## src/rtl/sar_conv_ctrl.sv

```systemverilog
// sar_conv_ctrl: successive-approximation controller with a 4-phase cmp_go/cmp_done handshake.
// Define SAR_CMP_TIMEOUT_EN to add a comparator timeout that forces the bit to 1 and sets cmp_to.
module sar_conv_ctrl #(
  parameter int NBITS  = 8,
  parameter int TO_CYC = 15
) (
  input  logic             clk,
  input  logic             rst_n,
  input  logic             en,
  input  logic             start,
  input  logic             cmp_done,
  input  logic             cmp_out,
  output logic             cmp_go,
  output logic [NBITS-1:0] dac_code,
  output logic             eoc,
  output logic [NBITS-1:0] dout,
  output logic             dout_valid,
  output logic             busy,
  output logic             cmp_to
);
  localparam int KW = $clog2(NBITS);
  typedef enum logic [1:0] {IDLE, CMP, REL, DONE} state_t;
  state_t           state_q, state_d;
  logic [KW-1:0]    k_q, k_d;
  logic [NBITS-1:0] dac_q, dac_d, dout_q, dout_d;
  logic             go_q, eoc_q, dv_q, dv_d, to_q, to_d, tmo;
  logic [1:0]       done_sync_q, out_sync_q;
  logic             done_s, out_s;
  assign done_s = done_sync_q[1];
  assign out_s  = out_sync_q[1];
`ifdef SAR_CMP_TIMEOUT_EN
  localparam int TW = $clog2(TO_CYC + 1);
  logic [TW-1:0] cnt_q, cnt_d;
  assign tmo = cnt_q >= TW'(TO_CYC - 1);
  always_comb cnt_d = (state_d != state_q) ? '0 : tmo ? cnt_q : cnt_q + 1'b1;
  always_ff @(posedge clk or negedge rst_n) begin
    if (!rst_n) cnt_q <= '0;
    else        cnt_q <= cnt_d;
  end
`else
  assign tmo = 1'b0;
`endif
  always_comb begin
    state_d = state_q;
    k_d     = k_q;
    dac_d   = dac_q;
    dout_d  = dout_q;
    dv_d    = 1'b0;
    to_d    = to_q;
    case (state_q)
      IDLE: if (start) begin
        state_d = CMP;
        k_d     = KW'(NBITS - 1);
        dac_d   = {1'b1, {(NBITS-1){1'b0}}};
      end
      CMP: if (done_s || tmo) begin
        state_d = REL;
        if (!done_s) to_d = 1'b1;
        else if (!out_s) dac_d[k_q] = 1'b0;
      end
      REL: if (!done_s || tmo) begin
        if (k_q == '0) begin
          state_d = DONE;
          dout_d  = dac_q;
          dv_d    = 1'b1;
        end else begin
          state_d              = CMP;
          k_d                  = k_q - 1'b1;
          dac_d[k_q - 1'b1]    = 1'b1;
        end
      end
      default: if (!start) state_d = IDLE;
    endcase
    if (!en) begin
      state_d = IDLE;
      dac_d   = '0;
      dout_d  = dout_q;
      dv_d    = 1'b0;
      to_d    = to_q;
    end
  end
  always_ff @(posedge clk or negedge rst_n) begin
    if (!rst_n) begin
      state_q     <= IDLE;
      k_q         <= '0;
      dac_q       <= '0;
      dout_q      <= '0;
      go_q        <= 1'b0;
      eoc_q       <= 1'b0;
      dv_q        <= 1'b0;
      to_q        <= 1'b0;
      done_sync_q <= '0;
      out_sync_q  <= '0;
    end else begin
      state_q     <= state_d;
      k_q         <= k_d;
      dac_q       <= dac_d;
      dout_q      <= dout_d;
      go_q        <= state_d == CMP;
      eoc_q       <= state_d == DONE;
      dv_q        <= dv_d;
      to_q        <= to_d;
      done_sync_q <= {done_sync_q[0], cmp_done};
      out_sync_q  <= {out_sync_q[0], cmp_out};
    end
  end
  assign cmp_go     = go_q;
  assign dac_code   = dac_q;
  assign eoc        = eoc_q;
  assign dout       = dout_q;
  assign dout_valid = dv_q;
  assign busy       = state_q != IDLE;
  assign cmp_to     = to_q;
endmodule

```

## config.mk

```make
export PLATFORM = sky130hd
export DESIGN_NAME = sar_conv_ctrl
export DESIGN_NICKNAME = d
export VERILOG_FILES = /design/src/rtl/sar_conv_ctrl.sv
export SDC_FILE = /design/constraint.sdc
export NUM_CORES = 1
export LEC_CHECK = 0
export ABC_AREA = 1
export BUFFER_PORTS_ARGS = -buffer_cell sky130_fd_sc_hd__buf_2
export CORE_AREA = 2 2 77 42
export CTS_CLUSTER_SIZE = 30
export DETAILED_ROUTE_END_ITERATION = 6
export DIE_AREA = 0 0 79 44
export PLACE_DENSITY = 0.81
export SETUP_SLACK_MARGIN = 0.15
export SYNTH_ARGS = -nofsm -noshare
export SYNTH_HDL_FRONTEND = slang
export SYNTH_SLANG_ARGS = --single-unit
```

## constraint.sdc

```tcl
create_clock -name clk -period 3.3 [get_ports clk]
set_input_delay 0.495 -clock clk [delete_from_list [all_inputs] [get_ports clk]]
set_output_delay 0.495 -clock clk [all_outputs]
set_load 0.005 [all_outputs]
```

==> results.txt, run 1 <==
Of the cells placed in the final design, the portion with a size suffix greater than 1 is between 10% and 20%. In this run the worst hold path is classified as in2async. The number of buffers created by CTS came out at 3. The total congestion overflow after global routing is 0. The proportion of netlist area held by the largest area contributor came out at 44.2%. The final critical-path share of the clock period is between 50% and 60%. The floorplan step defined a core boundary enclosing 2840 um^2. For this configuration, the core starts out at a cell density of a little under three fifths. The startpoint type of the worst setup path is a flop. The netlist area before placement is 1590 um^2.

The total negative slack for setup checks is 0 ps. Counting cells, the worst reg-to-reg path comes to 8. Setup violations remaining at the end of the flow were counted as 0. 0 antenna diodes ended up in the layout.

The number of detailed-route iterations in the first pass came out at 5. At the end of routability-driven placement, the weighted congestion stood at between 0.9 and 1. The worst setup path is captured at a flop. The data arrival at the endpoint of the critical path is just over 2000 ps. The number of global-route vias before repair is 1159. The number of sinks handled by clock tree synthesis came out at 28.

Global routing consumed, on the met2 layer, between 20% and 30% of the routing resources. The total detailed-routing wirelength is approximately 3600 um. The required time at the endpoint of the critical path came out at about 3500 ps. Of all nets on the critical path, the largest fanout is 10. The clock tree from TritonCTS is done. The final-layout fill cell count came out at between 200 and 300. The flow ran to the end, and the final reports show no timing, DRC or antenna violations.

The number of hold buffers added after CTS came out at 0. The H-tree level count came out at 1. Max-cap violations in this run came to 0. Setup repair after global routing left no endpoint under its margin. Row generation in the floorplan step produced 14 rows.

The vias per cell came out at approximately 5.2. The clock skew after layout is 7.61 ps. The final HPWL from detailed placement came out at 2650 um. The vertical die dimension is approximately 44 um.

For this block, the via count after detailed routing is approximately 1400. The floorplan step defined a die boundary enclosing 3480 um^2. Sorting the synthesized cells by area gives the leading types as dfrtp_1 (44%), nand2_1 (20%), nand3_1 (6.9%), ha_1 (4.7%), inv_1 (3.8%). Global routing used around 6% of the available met3 tracks. The number of buffers on the longest clock path came out at 2. The width of the die is 79 um. The first-pass GRT wire length came out at around 6000 um. The overall power of the completed layout came out at 0.872 mW.

The post-synthesis sequential area ratio came out at 44.2%. The later pin in the worst-skew pair is clocked with a latency of 280 ps. The number of antenna violations at the first check in global routing is 0. The total power per unit cell area came out at 493 nW/um^2.

The root cell of the clock tree is clkbuf_8. The total setup buffers inserted after CTS came out at 0. The highest ir drop seen on vdd came out at between 0.2 and 0.25 mV. The final period demand of the worst path came out at ~1800 ps. The critical path is of the reg2reg type. The area growth from synthesis to layout is 11.6%. The fmax is 547 MHz. For this run, the total global-route usage over all layers was measured as 22.3%. The number of remaining DRC errors is 0. The maximum number of pins on one net before global-route repair is 29. In this run the most used layer during global routing was met1. The routed wire length per instance is between 10 and 15 um. The count of antenna-violating nets left after detailed routing came out at 0.

The register clock-pin slew on the reported worst setup and hold paths came out at 100 ps. The count of buffers added on input and output ports is 25. The total area of multi-input combinational cells came out at 751 um^2. In this run the static leakage power is roughly 1.1 nW. Registers take between 700 and 800 um^2. The transition at the pin with the smallest max-transition slack is 615 ps. The net count after synthesis came out at 220. The synthesized area per cell came out at between 7 and 8 um^2. The number of warnings printed during yosys synthesis is 0. The final count of hold timing violations came out at 0. dfrtp_1 takes more of the synthesized area than any other cell. The net count of the finished layout is around 240. The boundary pin count came out at 27.

The worst slew margin relative to its limit is about three fifths. The number of library cell types mapped by synthesis is 21. The met1 track demand over resource in global routing is between 30 and 40%. The max-slew violation count came out at 0. For this block, the initial DRC count from the detailed router was 98. The number of gates resized after cts is 0. The number of cells produced by synthesis is around 210. In this run, synthesis produced a sequential element count of 28.
-- cells in the final DEF, fill, tap and decap left out --
cell type and count:
ha_1 6, o21ai_1 4, conb_1 1, nand3_1 22, bufinv_16 1, nor2_8 1
nand3_4 1, nor2_4 3, nand4_1 1, inv_2 3, inv_1 16, nand2_1 84
buf_2 25, a21boi_2 1, nand2_2 3, clkbuf_8 3, a21oi_1 6, nor2_1 9
dfrtp_1 28, o21ai_0 11
-- critical path, stage by stage (launching register included) --
cell and delay, ps:
dfrtp_1 450, inv_1 100, ha_1 350, inv_2 180, nor2_1 270, nand3_1 170
nand2_1 100, nand3_1 80, nand2_1 70
-- area by class of cell --
type / instances / share of cell area [%]
Clock buffer: 3 / 2.33
Clock inverter: 1 / 1.70
Inverter: 19 / 4.03
Multi-Input combinational cell: 153 / 42.4
Sequential cell: 28 / 39.6
Tap cell: 40 / 2.83
Timing Repair Buffer: 25 / 7.07
-- cells by family (layout without fill, tap and decap cells) --
family / Yosys count / in the layout / synth area share, %
compound gates: 22 / 22 / 7.34
other cells: 1 / 1 / 0.237
buf+inv: 27 / 48 / 8.44
simple gates: 124 / 124 / 35.0
flops: 28 / 28 / 44.2
fa+ha+maj: 6 / 6 / 4.74
-- final timing paths --
check / slack [ps] / end / start
max: 1470 / dac_code[7] / state_q[0]
min: 210 / k_q[2] / rst_n
max reg2reg: 1470 / dac_code[7] / state_q[0]
min reg2reg: 360 / done_sync_q[1] / done_sync_q[0]
max in group asynchronous: 2680 / state_q[1] / rst_n
min in group clk: 310 / out_sync_q[0] / cmp_out
-- metal layers --
metal | vias to the layer above | share of wire [%]
li1 | 690 | -
met1 | 649 | 51
met2 | 64 | 40
met3 | 2 | 9.2
met4 | 0 | 0.23
met5 | - | 0
-- sequential cells by signal, summed over array words and instances, names as in the netlist --
register / count
dout_valid: 1
cmp_go: 1
out_sync_q: 2
dout: 8
k_q: 3
state_q: 2
dac_code: 8
done_sync_q: 2
eoc: 1
-- cells in the mapped netlist (all sizes together) --
master,count
nand2,87
dfrtp,28
nand3,23
inv,19
o21ai,15
nor2,13
buf,7
a21oi,6
ha,6
a21boi,1
clkbuf,1
conb,1
nand4,1
-- power by group --
| part | internal, mW | switching [mW] |
|---|---|---|
| Combinational | 0.0620 | 0.138 |
| Clock | 0.163 | 0.114 |
| Sequential | 0.362 | 0.0329 |
| Total | 0.586 | 0.285 |
-- per-stage QoR --
| stage | instance area (um^2) | std cells | worst slack, ps | hold WS, ps | utilization, % |
|---|---|---|---|---|---|
| floorplan | 1590 | 208 | 1820 | 199 | - |
| global placement | 1700 | 265 | 1470 | 332 | 59.8 |
| detailed placement | 1700 | 265 | 1540 | 336 | 59.8 |
| CTS | 1770 | 269 | 1500 | 246 | 62.3 |
| global route | 1770 | 269 | 1360 | 258 | 62.3 |
| finish | 1770 | 269 | 1470 | 211 | 62.3 |
Power figures use the tool's default switching activity.
==> inputs of run 2 (changes only) <==
CORE_AREA = 2 2 79 43   (was 2 2 77 42)
DIE_AREA = 0 0 81 45   (was 0 0 79 44)
PLACE_DENSITY = 0.77   (was 0.81)
clock period = 1.9 ns   (was 3.3 ns; I/O delays follow)
==> results.txt, run 2 (same netlist as run 1, synthesis figures left out) <==
The run finished with clean final reports. The number of buffers created by CTS is 3 (unchanged). The combined buffer and inverter count along the critical path is 1 (-1). The setup violation total in the final timing report is 0 (unchanged). The capture point of the worst reg-to-reg path is dout[7]. The total negative slack for setup checks came out at 0 ps (unchanged). The fraction of final layout cells with drive strength greater than 1 was 21.0% (+3.1 points). The highest ir drop seen on vdd came out at 0.523 mV (+110%). The total area of multi-input combinational cells came out at 759 um^2 (+1.2%). The overall die area came out at 3650 um^2 (+4.9%).

The register clock-pin slew on the reported worst setup and hold paths came out at 90 ps (about the same). The total power per unit cell area came out at 796 nW/um^2 (+62%). The clock tree from TritonCTS is done. The worst slew margin relative to its limit came to 58.9% (about the same). The maximum number of pins on one net before global-route repair came out at 29 (unchanged).

The number of sinks handled by clock tree synthesis was 28 (unchanged). In the layout the commonest cells are nand2_1 (84), dfrtp_1 (27), buf_2 (25), nand3_1 (22), inv_1 (16). The final period demand of the worst path came to 1640 ps (-186 ps). The biggest cell delay along the critical path came out at 450 ps (about the same). The number of cells on the worst reg-to-reg path was 8 (unchanged).

The beginning of the worst register-to-register path is state_q[0]. The number of detailed-route iterations in the first pass is 4 (-1). The number of buffers on the longest clock path is 2 (unchanged). The minimum setup slack among reg-to-reg paths is 260 ps (-1210 ps). The number of global-route vias before repair is 1212 (+4.6%). The all-layer global routing usage is 21.0% (-1.3 points). The share of the core filled with cells in the final layout is 61.7% (-0.68 points). The final critical-path share of the clock period came out at 86.4% (+31 points). The overall power of the completed layout is 1.43 mW (+64%). The root buffer cell chosen for the clock tree is clkbuf_8. The number of vias after detailed routing is 1363 (-3.0%). The first-pass GRT wire length came to 5640 um (-3.8%). The max-slew violation count came to 0 (unchanged).

The boundary pin count is 27 (unchanged). The data arrival at the endpoint of the critical path is 1860 ps (-190 ps). On the critical path the largest part of the delay comes from simple AND/OR/NAND/NOR gates.

Leaving out fill and tap cells, the most frequent cell in the layout is nand2_1. The width of the die is 81 um (+2.5%). The required time at the endpoint of the critical path came to 2120 ps (-1400 ps).

The fmax came out at 609 MHz (+11%). The number of remaining DRC errors was 0 (unchanged). The number of DRC violations after detailed-routing iteration 0 is 99 (+1.0%).

The count of standard-cell rows came to 14 (unchanged). The final net count came out at 246 (+1.7%). The total congestion overflow after global routing is 0 (unchanged). The max-cap check violation count came out at 0 (unchanged). The source-to-sink clock delay at the later pin of the worst-skew pair is 270 ps (about the same). The vertical die dimension is 45 um (+2.3%). The number of hold buffers added after CTS came out at 0 (unchanged). The layout-stage area growth over the synthesis result is 13.1%. The core region area is 2910 um^2 (+2.5%).

The effective utilization at floorplan came out at 54.5% (-1.3 points). The clock skew after layout was 3.77 ps (-3.84 ps). The maximum fanout along the worst path is 11 (+1).

The final weighted congestion of routability-driven global placement was 0.943 (+1.4%). The vias per cell came out at 4.99 (-4.4%). The final HPWL from detailed placement came out at 2500 um (-5.6%).

The transition at the pin with the smallest max-transition slack is 616 ps (+0.476 ps). Walking the worst path, the cells encountered are inv_1 -> ha_2 -> nand2_2 -> nor2_4 -> nand2_2 -> nor2_4 -> nand2_1 -> nand2_1. The worst hold slack came out at 11.2 ps (-200 ps). The setup path with the least slack is of type reg2reg. The number of inserted diodes is 0 (unchanged). The routed wire length per instance is 12.5 um (-5.3%). The min-delay analysis places its worst path in the category in2async.

The count of antenna-violating nets left after detailed routing is 0 (unchanged). The count of port buffers added during placement is 25 (unchanged). The final-layout fill cell count came to 264 (+3.1%).

The final count of hold timing violations came out at 0 (unchanged). The startpoint type of the worst setup path is a flop. The type of element capturing the critical path is a flop. The total detailed-routing wirelength is 3420 um (-3.9%). The leakage power is 1.06 nW (+0.99%). The library cell contributing the largest single delay on the critical path is dfrtp_2. The sequential standard cell area is 702 um^2 (+0.18%). The H-tree level count was 1 (unchanged). The number of antenna violations at the first check in global routing came out at 0 (unchanged). Setup repair after global routing could not meet its margin everywhere.
## run 2: how the worst max path moves through the flow
stage | from | cells after the start | endpoint | slack [ps]
after global placement | state_q[0] | 7 | k_q[0] | 280
after floorplan | k_q[0] | 9 | dout[0] | 420
after global routing | state_q[0] | 8 | dout[7] | 120
after detailed placement | state_q[0] | 8 | dout[7] | 210
final | state_q[0] | 8 | dout[7] | 260
after CTS | state_q[0] | 8 | dout[7] | 180
## run 2: layout make-up
type / instances / area share [%]
clock buffer: 4 / 3.07
inverter: 19 / 3.98
multi-input combinational: 153 / 42.4
sequential: 28 / 39.1
tap: 40 / 2.79
timing repair buffer: 29 / 8.65
## run 2: timing repair
| action | in CTS | in global routing |
|---|---|---|
| endpoints found under the setup margin | 0 | 21 |
| setup buffers | 0 | 2 |
| gates resized for setup | 0 | 4 |
## run 2: routing by layer
metal,global-route usage (%),wire [um]
met2,32.9,1570
met5,0,0
met1,30.6,1690
met3,4.80,160
met4,4.07,0
## run 2: power by group
group | internal (mW) | total (mW) | switching, mW
registers | 0.629 | 0.673 | 0.0445
clock network | 0.186 | 0.372 | 0.186
logic | 0.125 | 0.382 | 0.257
## run 2: through the flow
stage               cell area, um^2  setup WS, ps  std cells
finish                         1790           259        273
global route                   1790           120        273
CTS                            1770           181        271
detailed placement             1710           214        267
global placement               1710           275        267
floorplan                      1590           417        208
==> inputs of run 3 (changes only) <==
ABC_AREA = default   (was 1)
CORE_AREA = 2 2 54 56   (was 2 2 79 43)
DIE_AREA = 0 0 56 58   (was 0 0 81 45)
==> results.txt, run 3 <==
The synthesized area per cell is 10.7 um^2 (+41%). The most numerous cell type found on the critical path is inv_2. The final period demand of the worst path is 1900 ps (+257 ps). The async set-or-reset flop fraction in the synthesized netlist is 100% (unchanged). The total power per unit cell area came to 763 nW/um^2 (-4.2%). The most common cell after layout, fill and taps aside is dfrtp_1.

The total area of multi-input combinational cells is 724 um^2 (-4.6%). The proportion of netlist area held by the largest area contributor is 50.2% (+6.0 points). The multiplexer share of the synthesized area came out at 6.46% (+6.5 points).

The source-to-sink clock delay at the later pin of the worst-skew pair came out at 340 ps (+70 ps). The number of buffers created by CTS came out at 3 (unchanged). The count of port buffers added during placement was 25 (unchanged). The maximum number of pins on one net before global-route repair is 29 (unchanged).

Leaving out fill and tap cells, the most frequent cells in the layout are dfrtp_1 (28), buf_2 (25), buf_4 (25), nand2_1 (10), mux2_2 (8). The worst slew margin relative to its limit is 59.6% (+0.66 points). The setup violation total in the final timing report is 0 (unchanged). The register clock-pin slew on the reported worst setup and hold paths is 140 ps (+50 ps). The number of vias after detailed routing is 1317 (-3.4%).

The final critical-path share of the clock period is 99.9% (+14 points). The cell family contributing the most delay on the critical path is buffers and inverters. The effective utilization at floorplan is 52.4% (-2.1 points). The parity-gate share of the synthesized area counting xor and xnor cells came to 1.26% (+1.3 points).

The layout-stage area growth over the synthesis result came out at 38.3%. The combined buffer and inverter count along the critical path is 4 (+3). The sequential standard cell area came out at 701 um^2 (-0.18%). The adder-cell share of the synthesized area came out at 5.38% (+0.65 points). The number of warnings printed during yosys synthesis came to 0 (unchanged).

The final count of hold timing violations came out at 0 (unchanged). The biggest cell delay along the critical path is 430 ps (-20 ps). The data arrival at the endpoint of the critical path came out at 2130 ps (+270 ps). The type of the worst min-delay path is in2reg. In the post-synthesis netlist, the biggest area contributors are dfrtp_1 (50%), mux2_2 (6.5%), ha_1 (5.4%), o311ai_0 (4.4%), nand2_1 (3.2%).

Yosys instantiated no cell more often than dfrtp_1. The boundary pin count came out at 27 (unchanged). The final-layout fill cell count came out at 169 (-36%). The fmax is 527 MHz (-14%). The max-slew violation count is 0 (unchanged). The netlist area before placement came to 1400 um^2 (-12%). The H-tree level count came out at 1 (unchanged).

By area, the combinational part of the netlist is dominated by compound AO/OA/AOI/OAI gates. The net count after synthesis is 142 (-35%). The vertical die dimension was 58 um (+29%). Ranked by instance count, the synthesized netlist is headed by dfrtp_1 (28), nand2_1 (12), inv_1 (9), mux2_2 (8), o311ai_0 (7). The count of standard-cell rows was 19 (+5).

The number of inserted diodes is 0 (unchanged). The critical path goes through inv_2 -> ha_4 -> inv_2 -> nor4b_2 -> buf_4 -> nand2_2 -> buf_6 -> mux2_2. The type of the worst setup path is reg2reg. The startpoint type of the worst setup path is a flop. The maximum fanout along the worst path came out at 6 (-5). The number of remaining DRC errors was 0 (unchanged).

The slack of the critical path came out at 1.54 ps (-257 ps). The vias per cell came out at 6.18 (+24%). The number of detailed-route iterations in the first pass is 4 (unchanged). The number of library cell types mapped by synthesis came out at 38 (+81%).

The number of sinks handled by clock tree synthesis was 28 (unchanged). The share of the core filled with cells in the final layout is 72.5% (+11 points). The transition at the pin with the smallest max-transition slack is 606 ps (-9.89 ps). The count of flip-flops with a built-in enable after synthesis came out at 0 (unchanged).

The worst setup slack before clock tree synthesis was -61.0 ps (-275 ps). The complex-gate fraction of the synthesized area is 19.4% (+12 points). The highest ir drop seen on vdd was 0.755 mV (+44%). The number of cells produced by synthesis is 130 (-38%). The minimum setup slack among reg-to-reg paths is 2 ps (-260 ps). The final HPWL from detailed placement is 2370 um (-5.1%). The final net count is 195 (-21%). The core region area came out at 2660 um^2 (-8.4%). The routed wire length per instance is 17.4 um (+39%). The total detailed-routing wirelength came out at 3710 um (+8.7%). The clock skew after layout is 11.8 ps (+7.99 ps). The fraction of final layout cells with drive strength greater than 1 is 49.5% (+28 points). The post-synthesis sequential area ratio is 50.2% (+6.0 points). The post-synthesis cell type with the largest combined area is dfrtp_1.

The leakage power came out at 0.998 nW (-5.9%). The total congestion overflow after global routing came out at 0 (unchanged). The synthesized flop and latch total came out at 28 (unchanged). The flow ran to the end, and the final reports show no timing, DRC or antenna violations. The share of synthesized cell area in and, or, nand and nor gates is 11.4% (-24 points). The all-layer global routing usage came out at 23.7% (+2.7 points).

TritonCTS built the clock tree. STA classifies the critical path endpoint as a flop. The final weighted congestion of routability-driven global placement is 0.826 (-12%). The max-cap check violation count is 0 (unchanged). The overall die area came out at 3250 um^2 (-11%).

The count of antenna-violating nets left after detailed routing came out at 0 (unchanged). Setup repair after global routing could not meet its margin everywhere. Among all flip-flop cells after synthesis, the most frequent one is dfrtp_1. The slowest stage of the critical path is the dfrtp_1 cell. The number of DRC violations after detailed-routing iteration 0 is 65 (-34%). The tree is rooted in a clkbuf_4. The width of the die came out at 56 um (-31%).

The first-pass GRT wire length came out at 6070 um (+7.5%). The number of antenna violations at the first check in global routing is 0 (unchanged). The number of global-route vias before repair came out at 1233 (+1.7%). The number of buffers on the longest clock path is 2 (unchanged).

The required time at the endpoint of the critical path came out at 2130 ps (about the same).
[run 3: cell count changes after synthesis, moves of 6 or more]
cell,change
nand3_1,-21
mux2_2,+8
inv_1,-7
o311ai_0,+7
a31oi_1,+6
nand2_1,-72
o21ai_0,-6
[run 3: layer usage]
metal	global-route usage, %	part of all wire (%)	vias to the layer above
li1	-	-	583
met1	32.0	39	635
met2	40.3	50	82
met3	3.13	7.7	17
met4	7.14	3.7	0
met5	0	0	-
[run 3: logic make-up (layout without fill, tap and decap cells)]
logic type / count (synthesis) / after routing
muxes: 8 / 8
xor gates and xnor gates: 2 / 2
other: 1 / 1
DFF: 28 / 28
and+or+nand+nor: 31 / 31
adders and majority gates: 6 / 6
AOI/OAI and AO/OA: 37 / 37
buffers and inverters: 17 / 69
[run 3: cell type report]
cell class | instances | area share (%)
Sequential cell | 28 | 36.3
Multi-Input combinational cell | 85 | 37.5
Clock buffer | 3 | 1.17
Clock inverter | 1 | 1.56
Tap cell | 31 | 2.01
Timing Repair Buffer | 56 | 19.6
Inverter | 9 | 1.75
[run 3: power breakdown]
group          internal, mW  switching (mW)  leakage [nW]  total (mW)
sequential            0.621          0.0161         0.365       0.637
clock                 0.214           0.180        0.0279       0.393
combinational         0.187           0.254         0.605       0.441
total                  1.02           0.449         0.998        1.47
[run 3: repair_timing]
action	4_1_cts	5_1_grt
gates resized for setup	25	9
buffers inserted	6	1
pin swaps	6	5
hold endpoints to repair	28	0
setup endpoints to repair	18	21
hold buffers	1	0
[run 3: worst paths after layout]
kind / from / endpoint / cells after the start
max in group asynchronous: rst_n / dac_code[7] / 2
worst max register to register: state_q[0] / dout[7] / 8
worst min register to register: out_sync_q[0] / out_sync_q[1] / 0
worst min-delay path: cmp_done / done_sync_q[0] / 1
worst max-delay path: state_q[0] / dout[7] / 8
min in group asynchronous: rst_n / dout[0] / 2
[run 3: stage by stage]
step	instance area [um^2]	cells	hold slack, ps	TNS, ps	total power, mW
6_report	1930	213	48.9	0	1.47
5_1_grt	1930	213	21.6	-501	1.54
4_1_cts	1890	212	43.5	0	1.43
3_5_place_dp	1700	201	333	-321	0.981
3_3_place_gp	1700	201	315	-153	0.969
2_1_floorplan	1420	130	-10.6	0	0.843
